File: src/rtl/load_store_unit.sv
// Sub-word load/store adapter between EX/MEM and a word-only data memory.
// Big-endian lanes; byte/half stores use a two-cycle read-modify-write.
module load_store_unit (
  input  logic        Clk_i,
  input  logic        Rst_i,
  input  logic [31:0] Address_i,
  input  logic [31:0] StoreData_i,
  input  logic        MemRead_i,
  input  logic        MemWrite_i,
  input  logic [1:0]  MemSize_i,
  input  logic        LoadUnsigned_i,
  output logic [31:0] LoadData_o,
  output logic        Stall_o,
  output logic        AddrError_o,
  output logic [15:0] RmwCount_o,
  output logic [31:0] DM_Address_o,
  output logic [31:0] DM_WriteData_o,
  output logic        DM_MemWrite_o,
  output logic        DM_MemRead_o,
  input  logic [31:0] DM_ReadData_i
);

  typedef enum logic {IDLE, RMW_WRITE} state_t;

  state_t      state_q, state_d;
  logic [31:0] addr_q, addr_d;
  logic [31:0] merged_q, merged_d;
  logic [15:0] rmw_count_q, rmw_count_d;

  logic        is_half, is_byte, is_word, misaligned;
  logic [31:0] merged, load_ext;
  logic [7:0]  lane_b;
  logic [15:0] lane_h;

  assign is_half    = (MemSize_i == 2'b01);
  assign is_byte    = (MemSize_i == 2'b10);
  assign is_word    = !is_half && !is_byte;
  assign misaligned = (MemRead_i || MemWrite_i) &&
                      ((is_half && Address_i[0]) || (is_word && (Address_i[1:0] != 2'b00)));

  // Lane select and merge; address 0 is the most significant byte.
  always_comb begin
    merged = DM_ReadData_i;
    lane_b = DM_ReadData_i[7:0];
    case (Address_i[1:0])
      2'd0: begin lane_b = DM_ReadData_i[31:24]; merged[31:24] = StoreData_i[7:0]; end
      2'd1: begin lane_b = DM_ReadData_i[23:16]; merged[23:16] = StoreData_i[7:0]; end
      2'd2: begin lane_b = DM_ReadData_i[15:8];  merged[15:8]  = StoreData_i[7:0]; end
      default: begin lane_b = DM_ReadData_i[7:0]; merged[7:0] = StoreData_i[7:0]; end
    endcase
    lane_h = Address_i[1] ? DM_ReadData_i[15:0] : DM_ReadData_i[31:16];
    if (is_half) begin
      merged = DM_ReadData_i;
      if (Address_i[1]) merged[15:0]  = StoreData_i[15:0];
      else              merged[31:16] = StoreData_i[15:0];
    end
    if (is_byte)      load_ext = {{24{!LoadUnsigned_i && lane_b[7]}}, lane_b};
    else if (is_half) load_ext = {{16{!LoadUnsigned_i && lane_h[15]}}, lane_h};
    else              load_ext = DM_ReadData_i;
  end

  always_ff @(posedge Clk_i) begin
    if (Rst_i) begin
      state_q     <= IDLE;
      addr_q      <= '0;
      merged_q    <= '0;
      rmw_count_q <= '0;
    end else begin
      state_q     <= state_d;
      addr_q      <= addr_d;
      merged_q    <= merged_d;
      rmw_count_q <= rmw_count_d;
    end
  end

  always_comb begin
    state_d     = state_q;
    addr_d      = addr_q;
    merged_d    = merged_q;
    rmw_count_d = rmw_count_q;
    case (state_q)
      IDLE: if (MemWrite_i && !misaligned && !is_word) begin
        state_d  = RMW_WRITE;
        addr_d   = Address_i;
        merged_d = merged;
      end
      default: begin
        state_d     = IDLE;
        rmw_count_d = rmw_count_q + 16'd1;
      end
    endcase
  end

  always_comb begin
    LoadData_o     = '0;
    Stall_o        = 1'b0;
    AddrError_o    = 1'b0;
    DM_Address_o   = Address_i;
    DM_WriteData_o = StoreData_i;
    DM_MemWrite_o  = 1'b0;
    DM_MemRead_o   = 1'b0;
    if (Rst_i) begin
      DM_Address_o   = '0;
      DM_WriteData_o = '0;
    end else if (state_q == RMW_WRITE) begin
      DM_Address_o   = addr_q;
      DM_WriteData_o = merged_q;
      DM_MemWrite_o  = 1'b1;
    end else if (misaligned) begin
      AddrError_o = 1'b1;
    end else if (MemWrite_i) begin
      // Store wins over a simultaneous read; sub-word stores read first.
      if (is_word) DM_MemWrite_o = 1'b1;
      else begin
        DM_MemRead_o = 1'b1;
        Stall_o      = 1'b1;
      end
    end else if (MemRead_i) begin
      DM_MemRead_o = 1'b1;
      LoadData_o   = load_ext;
    end
  end

  assign RmwCount_o = rmw_count_q;

endmodule

File: config.mk
export PLATFORM = sky130hd
export DESIGN_NAME = load_store_unit
export DESIGN_NICKNAME = d
export VERILOG_FILES = /design/src/rtl/load_store_unit.sv
export SDC_FILE = /design/constraint.sdc
export NUM_CORES = 1
export LEC_CHECK = 0
export CAP_MARGIN = 20
export CELL_PAD_IN_SITES_DETAIL_PLACEMENT = 1
export CELL_PAD_IN_SITES_GLOBAL_PLACEMENT = 1
export CORE_ASPECT_RATIO = 0.8
export CORE_MARGIN = 4
export CORE_UTILIZATION = 31
export CTS_CLUSTER_SIZE = 16
export DETAILED_ROUTE_END_ITERATION = 7
export HOLD_SLACK_MARGIN = 0.08
export PLACE_DENSITY = 0.81
export SETUP_SLACK_MARGIN = 0.05
export SLEW_MARGIN = 20
export SYNTH_ARGS = -nofsm -noshare
export SYNTH_HDL_FRONTEND = slang
export SYNTH_SLANG_ARGS = --single-unit
File: constraint.sdc
create_clock -name Clk_i -period 2.5 [get_ports Clk_i]
set_clock_uncertainty 0.15 [all_clocks]
set_input_delay 0.25 -clock Clk_i [delete_from_list [all_inputs] [get_ports Clk_i]]
set_output_delay 0.25 -clock Clk_i [all_outputs]
set_load 0.01 [all_outputs]
==> flow_summary.toml <==
[drt]
firstDrtPassIters = 4
vias = 6392
wire_per_inst_um = 21.1
ant_nets = 0
viasPerCell = 5.60
dr.first_iter.drc_count = 457
drc = 0
drt_wl_total_um = 24100

[flow_run]
drv_cap = 0

[clock_tree]
clock_path_buffers = 2
cts_tree = "done"
cts.root.buffer_cell = "clkbuf_16"
htreeDepth = 3
cts.clk_slew.worst_paths_ns = 0.07
clkSinkCount = 81
clk_latency_ns = 0.34
cts_buffers = 9

[floorplanning]
initial_core_util_pct = 31.5
die_w_um = 156
core_area_um2 = 17300
io_pins = 219
die_area_um2 = 19700
die_h_um = 126
num_rows = 43

[placement]
place_congestion = 0.954
dp_hpwl_um = 17300
port-buffer-count = 218
pre_cts_ws_ns = -0.603

[synthesis]
async_reset_ff_share_pct = 0
ys.warnings.count = 0
syn_inst = 684
ys_seq_elements = 81
syn-mean-instance-area_um2 = 7.95
syn-num-nets = 790
synthDistinctLibCells = 42
synth-seq-area-share_pct = 29.8
netlist_area_um2 = 5440
synthFlopType = "dfxtp_1"
synth-edff-count = 0

[final_layout]
drive_gt1_share_pct = 16.9
fillers = 2039
fin_nets = 1016
layout_commonest_cell = "clkdlybuf4s50_1"
layout_common_cells = "clkdlybuf4s50_1 (177), mux2i_1 (89), dfxtp_1 (80)"
area.growth.synth_to_final_pct = 58.9

[power]
clkPwrFrac_pct = 35.1
power.density_nw_per_um2 = 459
power_frac_comb_pct = 29.4
p_sw_share_pct = 31.0
intPower_mw = 2.74
ir_drop_mv = 0.285
power_switching_mw = 1.23
finalPower_mw = 3.97
p_leak_nw = 3.19
p_seq_share_pct = 35.5

[timing]
relSlewSlack_pct = 63.3
max_freq_mhz = 412
finalCriticalPeriod_ns = 2.43
layout_setup_ws_ns = 0.0709
finalSetupViolations = 0
rsz0062_at_grt = "yes"
post-route-period-util_pct = 97.2
finalMaxSlewViolations = 0
hold_violations = 0
tightest_slew_ns = 0.551

[setup_path]
cpPeakStageDelay_ns = 0.30
critPathBufInv = 5
cp-start-kind = "input pin"
crit_chain = "dlygate4sd2_1, inv_2, ha_4, buf_4, nor2_4, o2111ai_4, buf_12, a211oi_1, clkdlybuf4s15_1"
critPathCaptureType = "primary output"
cp_slowest_cell = "clkdlybuf4s15_1"
critPathRequiredTime_ns = 2.10
cp.arrival_ns = 2.03
path_class = "in2out"
path_delay_family = "buffers and inverters"
cp_max_fo = 8

[grt]
antenna_found_initial = 1
grt_pass1_vias = 6438
grt_use_total_pct = 23.5
grt_max_degree = 92
overflow = 0
grt_pass1_wl_um = 36900

[status]
outcome = "completed"

[min_path]
hold_class = "in2reg"
[Yosys cell counts, drive strengths merged (2+ instances only)]
cell	count	area, um2
nand2	8	30.0
nor4	5	31.3
clkbuf	56	210
mux2	14	158
or4	4	30.0
a31oi	2	12.5
o31ai	6	45.0
dfxtp	81	1620
a21oi	72	360
buf	18	90.1
o32ai	37	324
nor3	2	10.0
o22ai	7	43.8
nor2	81	304
o21ai	37	189
xor2	3	26.3
nand4	5	31.3
inv	7	26.3
or3	3	18.8
nand3	36	180
a211oi	49	368
nand2b	35	219
or3b	3	26.3
nor2b	8	50.1
mux2i	89	891
clkinv	2	7.51
ha	3	37.5
[worst reg2reg max path, delay by kind of cell, from the launching register on]
family,cells,cell delay [ns]
simple gates,2,0.82
flops,1,0.37
compound gates,1,0.32
buf+inv,1,0.23
[path summary, 6_finish.rpt]
kind | startpoint | endpoint | slack [ns] | cells after the start
worst max register to register | state_q | merged_q[11] | 0.51 | 4
worst min register to register | addr_q[8] | addr_q[8] | 0.33 | 2
worst min-delay path | Rst_i | RmwCount_o[4] | 0.31 | 3
worst max-delay path | MemSize_i[0] | LoadData_o[3] | 0.07 | 9
[cells by family (layout without fill, tap and decap cells)]
family | count (synthesis) | after routing | share of synthesized area [%]
AOI/OAI and AO/OA | 215 | 215 | 25.6
and+or+nand+nor | 195 | 195 | 17.8
muxes | 103 | 103 | 19.3
buffers and inverters | 83 | 314 | 6.15
DFF | 81 | 81 | 29.8
xor gates and xnor gates | 4 | 4 | 0.645
adders and majority gates | 3 | 3 | 0.691
other | 0 | 1 | 0
[registers in the layout (all words and copies together) (netlist names)]
signal,flops
RmwCount_o,16
addr_q,32
merged_q,32
state_q,1
[repair_timing]
| item | in CTS | in global routing |
|---|---|---|
| setup endpoints to repair | 70 | 30 |
| resized for setup | 102 | 55 |
| cloned | 3 | 2 |
| endpoints found under the hold margin | 4 | 0 |
| hold buffers | 1 | 0 |
| pin swaps | 1 | 2 |
| setup buffers | 0 | 1 |
[power by group through the flow]
stage,sequential (mW),clock [mW],combinational (mW)
4_1_cts,1.41,1.43,1.14
3_5_place_dp,1.44,0,1.11
5_1_grt,1.41,1.49,1.26
6_report,1.41,1.39,1.17
3_3_place_gp,1.43,0,1.10
2_1_floorplan,1.42,0,0.520
[layout make-up]
type	count	area [um2]	share of cell area, %
Timing Repair Buffer	289	2780	32.2
Sequential cell	81	1630	18.8
Antenna cell	1	2.50	0.0290
Tap cell	225	282	3.26
Clock buffer	9	225	2.61
Clock inverter	7	82.6	0.956
Inverter	9	33.8	0.391
Multi-Input combinational cell	520	3610	41.7
[layer usage]
| layer | up-vias | GRT usage, % | routed length [um] |
|---|---|---|---|
| met2 | 238 | 36.1 | 10900 |
| met3 | 26 | 6.92 | 2110 |
| met5 | - | 0 | 0 |
| met1 | 3122 | 32.7 | 10700 |
| li1 | 3006 | - | - |
| met4 | 0 | 5.15 | 345 |
[per-stage QoR]
step | cells | TNS (ns) | util [%] | cell area (um2) | hold slack (ns)
2_1_floorplan | 684 | 0 | - | 5440 | 0.248
3_3_place_gp | 1117 | -20.02 | 47.5 | 8200 | 0.311
3_5_place_dp | 1117 | -23.18 | 47.5 | 8200 | 0.320
4_1_cts | 1137 | 0 | 49.9 | 8620 | 0.307
5_1_grt | 1141 | 0 | 50.0 | 8640 | 0.329
6_report | 1141 | 0 | 50.0 | 8640 | 0.311
No activity file was read; power rests on OpenSTA's default activity.
